`src/rtl/led_scheduler_if.sv`:
```
// ---------------------------------------------------------------------------
// led_scheduler_if
// Bundles the display-source side of the LED scheduler: per-source requests
// and patterns, the flash request, and the grant / slot_done / LED results.
//
// Signals
//   req[2:0]        sources -> scheduler  level request per source
//   src0/1/2_led    sources -> scheduler  per-source LED pattern
//   flash_req       sources -> scheduler  one-cycle flash request pulse
//   flash_pattern   sources -> scheduler  pattern captured with flash_req
//   grant[2:0]      scheduler -> sources  one-hot grant, zero when idle
//   slot_done       scheduler -> sources  one-cycle pulse at end of a slot
//   led[7:0]        scheduler -> pins     registered LED drive
//
// Modports
//   master : the source / pin side (drives requests, observes results)
//   slave  : the scheduler itself
// ---------------------------------------------------------------------------
interface led_scheduler_if;
   logic [2:0] req;
   logic [7:0] src0_led;
   logic [7:0] src1_led;
   logic [7:0] src2_led;
   logic       flash_req;
   logic [7:0] flash_pattern;
   logic [2:0] grant;
   logic       slot_done;
   logic [7:0] led;

   modport master (
      output req,
      output src0_led,
      output src1_led,
      output src2_led,
      output flash_req,
      output flash_pattern,
      input  grant,
      input  slot_done,
      input  led
   );

   modport slave (
      input  req,
      input  src0_led,
      input  src1_led,
      input  src2_led,
      input  flash_req,
      input  flash_pattern,
      output grant,
      output slot_done,
      output led
   );
endinterface

```
`src/rtl/led_scheduler.sv`:
```
// ---------------------------------------------------------------------------
// led_scheduler
// Time-slices the 8-LED bank between three display sources (letter scroller,
// equalizer band meter, debug status) with round-robin grants of a fixed
// slice length, early release when a source drops its request, and a
// preemptive one-shot flash that freezes the running slice and resumes it.
//
// Parameters
//   SLICE_CYCLES  grant length per slot in clk cycles (>= 2)
//   FLASH_CYCLES  flash display length in clk cycles (>= 2)
//
// Ports
//   clk   system clock
//   rst   synchronous, active-high reset
//   bus   led_scheduler_if.slave (requests, patterns, grant, slot_done, led)
//
// State table
//   state    | meaning
//   ---------+-------------------------------------------------------------
//   ST_IDLE  | nothing granted, LED driven to 0, waiting for any request
//   ST_SERVE | one source granted, its pattern copied to LED every cycle
//   ST_FLASH | flash pattern on LED, grant 0, slice count and owner frozen
// ---------------------------------------------------------------------------
module led_scheduler #(
   parameter int SLICE_CYCLES = 275_500_000,
   parameter int FLASH_CYCLES = 25_000_000
) (
   input  logic           clk,
   input  logic           rst,
   led_scheduler_if.slave bus
);

   localparam int SW = $clog2(SLICE_CYCLES);
   localparam int FW = $clog2(FLASH_CYCLES);
   localparam logic [SW-1:0] SLICE_LAST = SW'(SLICE_CYCLES - 1);
   localparam logic [FW-1:0] FLASH_LAST = FW'(FLASH_CYCLES - 1);

   typedef enum logic [1:0] {
      ST_IDLE  = 2'd0,
      ST_SERVE = 2'd1,
      ST_FLASH = 2'd2
   } state_t;

   state_t          state_q, state_d;
   logic [2:0]      grant_q, grant_d;
   logic [2:0]      saved_q, saved_d;
   logic            slot_done_q, slot_done_d;
   logic [7:0]      led_q, led_d;
   logic [1:0]      last_q, last_d;
   logic [SW-1:0]   slice_cnt_q, slice_cnt_d;
   logic [FW-1:0]   flash_cnt_q, flash_cnt_d;

   logic [1:0]      cand1, cand2;
   logic [1:0]      win_idx;
   logic            win_vld;
   logic [2:0]      win_oh;
   logic            slice_end;
   logic            released;

   function automatic logic [7:0] pick_led(input logic [2:0] oh,
                                           input logic [7:0] a,
                                           input logic [7:0] b,
                                           input logic [7:0] c);
      return ({8{oh[0]}} & a) | ({8{oh[1]}} & b) | ({8{oh[2]}} & c);
   endfunction

   // Round-robin search starting just after the last-served source; the
   // last-served source is checked last so it only wins when it is alone.
   always_comb begin
      cand1   = (last_q == 2'd2) ? 2'd0 : last_q + 2'd1;
      cand2   = (cand1  == 2'd2) ? 2'd0 : cand1  + 2'd1;
      win_vld = 1'b1;
      win_idx = last_q;
      if (bus.req[cand1]) begin
         win_idx = cand1;
      end else if (bus.req[cand2]) begin
         win_idx = cand2;
      end else if (bus.req[last_q]) begin
         win_idx = last_q;
      end else begin
         win_vld = 1'b0;
      end
      win_oh = 3'b001 << win_idx;
   end

   assign slice_end = (slice_cnt_q == SLICE_LAST);
   assign released  = ((bus.req & grant_q) == 3'b000);

   always_comb begin
      state_d     = state_q;
      grant_d     = grant_q;
      saved_d     = saved_q;
      slot_done_d = 1'b0;
      led_d       = led_q;
      last_d      = last_q;
      slice_cnt_d = slice_cnt_q;
      flash_cnt_d = flash_cnt_q;

      if (bus.flash_req) begin
         // Flash wins over any expiry or release seen this cycle; those are
         // re-evaluated when the flash ends because the slice is frozen.
         state_d     = ST_FLASH;
         led_d       = bus.flash_pattern;
         grant_d     = 3'b000;
         flash_cnt_d = '0;
         if (state_q == ST_SERVE) begin
            saved_d = grant_q;
         end else if (state_q == ST_IDLE) begin
            saved_d = 3'b000;
         end
      end else begin
         case (state_q)
            ST_IDLE: begin
               led_d   = 8'h00;
               grant_d = 3'b000;
               if (win_vld) begin
                  state_d     = ST_SERVE;
                  grant_d     = win_oh;
                  slice_cnt_d = '0;
                  last_d      = win_idx;
               end
            end

            ST_SERVE: begin
               led_d = pick_led(grant_q, bus.src0_led, bus.src1_led, bus.src2_led);
               if (released || slice_end) begin
                  slot_done_d = 1'b1;
                  slice_cnt_d = '0;
                  if (win_vld) begin
                     grant_d = win_oh;
                     last_d  = win_idx;
                  end else begin
                     state_d = ST_IDLE;
                     grant_d = 3'b000;
                  end
               end else begin
                  slice_cnt_d = slice_cnt_q + 1'b1;
               end
            end

            ST_FLASH: begin
               if (flash_cnt_q == FLASH_LAST) begin
                  if ((bus.req & saved_q) != 3'b000) begin
                     // Preempted owner still wants the LEDs: resume its slice
                     // from the frozen count.
                     state_d = ST_SERVE;
                     grant_d = saved_q;
                  end else begin
                     // Owner let go during the flash (or there was none), so
                     // the interrupted slot ends here.
                     slot_done_d = |saved_q;
                     slice_cnt_d = '0;
                     if (win_vld) begin
                        state_d = ST_SERVE;
                        grant_d = win_oh;
                        last_d  = win_idx;
                     end else begin
                        state_d = ST_IDLE;
                        grant_d = 3'b000;
                     end
                  end
                  saved_d = 3'b000;
                  led_d   = pick_led(grant_d, bus.src0_led, bus.src1_led, bus.src2_led);
               end else begin
                  flash_cnt_d = flash_cnt_q + 1'b1;
               end
            end

            default: begin
               state_d = ST_IDLE;
               grant_d = 3'b000;
               led_d   = 8'h00;
            end
         endcase
      end
   end

   always_ff @(posedge clk) begin
      if (rst) begin
         state_q     <= ST_IDLE;
         grant_q     <= 3'b000;
         saved_q     <= 3'b000;
         slot_done_q <= 1'b0;
         led_q       <= 8'h00;
         last_q      <= 2'd2;
         slice_cnt_q <= '0;
         flash_cnt_q <= '0;
      end else begin
         state_q     <= state_d;
         grant_q     <= grant_d;
         saved_q     <= saved_d;
         slot_done_q <= slot_done_d;
         led_q       <= led_d;
         last_q      <= last_d;
         slice_cnt_q <= slice_cnt_d;
         flash_cnt_q <= flash_cnt_d;
      end
   end

   assign bus.grant     = grant_q;
   assign bus.slot_done = slot_done_q;
   assign bus.led       = led_q;

endmodule

```
`src/flat_wrapper.sv`:
```
// flat-port wrapper written by rule: the top's interface ports become plain ports
module led_scheduler_flat 
#(
   parameter int SLICE_CYCLES = 275_500_000,
   parameter int FLASH_CYCLES = 25_000_000
)
  (clk, rst, bus_req, bus_src0_led, bus_src1_led, bus_src2_led, bus_flash_req, bus_flash_pattern, bus_grant, bus_slot_done, bus_led);
  led_scheduler_if bus_i ();
  input  logic clk;
  input  logic rst;
  input wire logic [$bits(bus_i.req)-1:0] bus_req;
  input wire logic [$bits(bus_i.src0_led)-1:0] bus_src0_led;
  input wire logic [$bits(bus_i.src1_led)-1:0] bus_src1_led;
  input wire logic [$bits(bus_i.src2_led)-1:0] bus_src2_led;
  input wire logic [$bits(bus_i.flash_req)-1:0] bus_flash_req;
  input wire logic [$bits(bus_i.flash_pattern)-1:0] bus_flash_pattern;
  output wire logic [$bits(bus_i.grant)-1:0] bus_grant;
  output wire logic [$bits(bus_i.slot_done)-1:0] bus_slot_done;
  output wire logic [$bits(bus_i.led)-1:0] bus_led;
  assign bus_i.req = bus_req;
  assign bus_i.src0_led = bus_src0_led;
  assign bus_i.src1_led = bus_src1_led;
  assign bus_i.src2_led = bus_src2_led;
  assign bus_i.flash_req = bus_flash_req;
  assign bus_i.flash_pattern = bus_flash_pattern;
  assign bus_grant = bus_i.grant;
  assign bus_slot_done = bus_i.slot_done;
  assign bus_led = bus_i.led;
  led_scheduler #(.SLICE_CYCLES(SLICE_CYCLES), .FLASH_CYCLES(FLASH_CYCLES)) u_core (.clk(clk), .rst(rst), .bus(bus_i));
endmodule
```
`config.mk`:
```
export PLATFORM = sky130hd
export DESIGN_NAME = led_scheduler_flat
export DESIGN_NICKNAME = d
export VERILOG_FILES = /design/src/rtl/led_scheduler_if.sv /design/src/rtl/led_scheduler.sv /design/src/flat_wrapper.sv
export SDC_FILE = /design/constraint.sdc
export NUM_CORES = 1
export LEC_CHECK = 0
export ABC_CLOCK_PERIOD_IN_PS = 5900
export BUFFER_PORTS_ARGS = -buffer_cell sky130_fd_sc_hd__buf_2
export CAP_MARGIN = 20
export CORE_MARGIN = 2
export CORE_UTILIZATION = 40
export DETAILED_ROUTE_END_ITERATION = 8
export HOLD_SLACK_MARGIN = 0.02
export SYNTH_ARGS = -nofsm -noshare
export SYNTH_HDL_FRONTEND = slang
export SYNTH_SLANG_ARGS = --single-unit
```
`constraint.sdc`:
```
create_clock -name clk -period 5.9 [get_ports clk]
set_clock_uncertainty 0.2 [all_clocks]
set_input_delay 0.59 -clock clk [delete_from_list [all_inputs] [get_ports clk]]
set_output_delay 0.59 -clock clk [all_outputs]
set_load 0.01 [all_outputs]
```
==> metrics.yaml <==
ys_top_cells_by_count: "sky130_fd_sc_hd__dfxtp_1 (73), sky130_fd_sc_hd__nor2_1 (54), sky130_fd_sc_hd__nand2_1 (39)"
synth.top_cells.by_area: "sky130_fd_sc_hd__dfxtp_1 (36%), sky130_fd_sc_hd__xor2_1 (6.6%), sky130_fd_sc_hd__nand4_1 (5.2%)"
critPathRequiredTime_ns: 5.99
simple_gate_area_share_of_the_yosys_netlist_pct: 31.3
syn_avg_cell_area_sq_um: 8.17
ws_path_type: "flip-flop to flip-flop"
max-clock-path-buffers: 2
cts-resized-gates: 0
critical_path.slowest_cell: "sky130_fd_sc_hd__nor3_1"
routed-via-count: 3893
post_synth_inst_count: 500
utilization_pct: 46.6
worst_setup_path_end_kind: "flip-flop"
async_flop_share_pct: 0
seq_area_frac_synth_pct: 35.8
timing.critical_path.cells: "nor4bb_1 -> and4_1 -> a21oi_2 -> buf_4 -> nor3_1 -> o2bb2ai_1"
antennaDiodeCount: 0
ctsHoldBuffers: 0
post-synth-top-area-fraction_pct: 35.8
synthMuxAreaShare_pct: 0.521
cts_inserted_buffers: 9
drt_iter0_drc: 311
grt_pass1_vias: 3650
timing_max_transition_violations_final: 0
power.sequential.fraction_pct: 51.9
setup.worst_path.start_class: "flip-flop"
floorplan.die.width_um: 105
holdCritPathClass: "flip-flop to flip-flop"
synth_warnings: 0
detailed_place.area_sq_um: 4410
routed_wire_length_per_instance_um: 15.3
numPlacedInstances: 658
firstDrtPassIters: 5
final.fill_count: 965
setup_ws_ns: 2.87
clk_pin_slew_ns: 0.07
core.rowCount: 36
final_setup_violating_endpoints: 0
pin_slew_with_the_least_headroom_to_its_limit_ns: 0.998
vdd.ir_drop.worst_v: 0.000161
cts-htree-levels: 3
clkSinkCount: 73
power.clock.fraction_pct: 36.5
cts_tree: "built"
floorplan.core_area_sq_um: 9860
multi_input_area_sq_um: 2450
hpwlAfterDp_um: 7210
timing.max_slew.rel_slack_pct: 33.4
synth.ff_latch_count: 73
yosys.area.top_type: "sky130_fd_sc_hd__dfxtp_1"
finished_cell_area_sq_um: 4590
synth.net_count: 545
die_height_um: 105
synth_compound_gate_area_share_pct: 16.8
totalNegativeSetupSlack_ns: 0
switching_share_pct: 27.1
start_util_pct: 41.4
ys_dominant_reg_cell: "sky130_fd_sc_hd__dfxtp_1"
cts_setup_buffers: 0
grt_remaining_overflow: 0
pre_cts_ws_ns: 2.78
routed_wl_um: 10300
rsz0062_at_grt: "no"
track_usage_pct: 19.5
critPathMaxStageDelay_ns: 0.77
power.share.combinational_pct: 11.7
route.detailed.vias_per_inst: 5.77
drcViolationCount: 0
crit_arrival_ns: 3.11
largest_fanout_on_the_critical_path: 18
areaGrowthSynthToFinish_pct: 12.4
synth_area_sq_um: 4090
intPower_uw: 716
powerDensity_nw_per_um2: 214
seq_area_sq_um: 1460
clockRootBuffer: "sky130_fd_sc_hd__clkbuf_8"
grt_start_max_net_pins: 28
gp_routability_congestion: 0.826
stdcell_count: 675
numPortBuffers: 49
report.final.hold_viol_count: 0
drtAntennaViolNets: 0
yosys.area_share.xor_xnor_pct: 9.00
design.portCount: 50
yosys.cell_count.top_type: "sky130_fd_sc_hd__dfxtp_1"
dominant_combinational_cell_family_by_area_after_synthesis: "simple AND/OR/NAND/NOR gates"
drive_gt1_share_pct: 15.5
outcome: "finished clean"
max_freq_ghz: 0.330
switchingPower_uw: 266
final_nets: 582
fp.dieArea_sq_um: 11000
final_clock_period_utilization_by_the_worst_path_pct: 51.3
synth_edf_count: 0
clk_latency_ns: 0.36
grt_antenna_before_repair: 0
leakage_uw: 0.00168
synth_cell_type_count: 63
grt_pass1_wl_um: 17600
period_needed_ns: 3.03
post_synth_fa_ha_maj_area_fraction_pct: 2.14
timing.max_cap.violations: 0
==> final timing paths <==
| check | from | end | slack [ns] | depth (start not counted) |
|---|---|---|---|---|
| worst max register to register | u_core.flash_cnt_q[16] | u_core.bus.led[4] | 2.87 | 6 |
| worst min register to register | u_core.slice_cnt_q[8] | u_core.slice_cnt_q[8] | 0.30 | 2 |
| worst max-delay path | u_core.flash_cnt_q[16] | u_core.bus.led[4] | 2.87 | 6 |
| worst min-delay path | u_core.slice_cnt_q[8] | u_core.slice_cnt_q[8] | 0.30 | 2 |
==> cells in the final DEF, fill, tap and decap left out, drive strengths merged, types with 3 or more instances in the layout <==
cell type   n
a211oi      3
a21oi      21
a222oi     17
a22o        3
a31oi       8
and2       13
and3       11
and4        8
buf        52
clkbuf     11
clkinv      4
dfxtp      73
ha          7
inv        18
nand2      40
nand2b      4
nand3      17
nand4      34
nor2       55
nor2b       6
nor3       12
nor3b       5
nor4        5
o21ai      15
o2bb2ai     7
or2         7
or3         8
or4         6
xnor2      11
xor2       31
==> flip-flops by register name, summed over array words and instances (netlist names) <==
register and cells:
u_core.last_q 2, u_core.bus.led 8, u_core.bus.slot_done 1, u_core.saved_q 3
u_core.slice_cnt_q 29, u_core.state_q 2, u_core.bus.grant 3, u_core.flash_cnt_q 25
==> cells by family (layout without fill, tap and decap cells) <==
kind of cell	count (synthesis)	count (layout)
adder cells (fa/ha/maj)	7	7
XOR/XNOR	42	42
AND/OR/NAND/NOR	236	236
flip-flops	73	73
AO/OA/AOI/OAI	95	95
buffers and inverters	45	87
multiplexers	2	2
==> power groups by stage <==
stage	logic [uW]	clock network (uW)	registers [uW]
floorplan	76.8	0	517
global placement	112	0	520
detailed placement	114	0	520
CTS	114	374	509
global route	128	395	510
finish	115	358	509
==> routing by layer <==
layer | global-route usage [%] | vias up | share of wire [%]
li1 | - | 1921 | -
met1 | 26.0 | 1857 | 48
met2 | 30.5 | 98 | 46
met3 | 6.05 | 17 | 4.9
met4 | 5.43 | 0 | 1.5
met5 | 0 | - | 0
==> final cells by class <==
class	instances	area share [%]
inverters	19	1.55
repair buffers	52	5.78
clock inverters	5	0.654
well taps	133	3.62
flip-flops and latches	73	31.8
clock buffers	11	3.30
multi-input cells	382	53.3
==> metrics by stage <==
| step | total power [uW] | hold slack (ns) |
|---|---|---|
| after floorplan | 594 | 0.258 |
| after global placement | 632 | 0.280 |
| after detailed placement | 634 | 0.290 |
| after CTS | 996 | 0.301 |
| after global routing | 1030 | 0.327 |
| final | 982 | 0.301 |
==> worst max-delay path: cells and delay by family, from the launching register on <==
kind	cells	cell delay, ns
compound gates	2	0.36
flops	1	0.38
simple gates	3	1.75
buf+inv	1	0.26
Note: power is estimated with default switching activity, not from simulation.
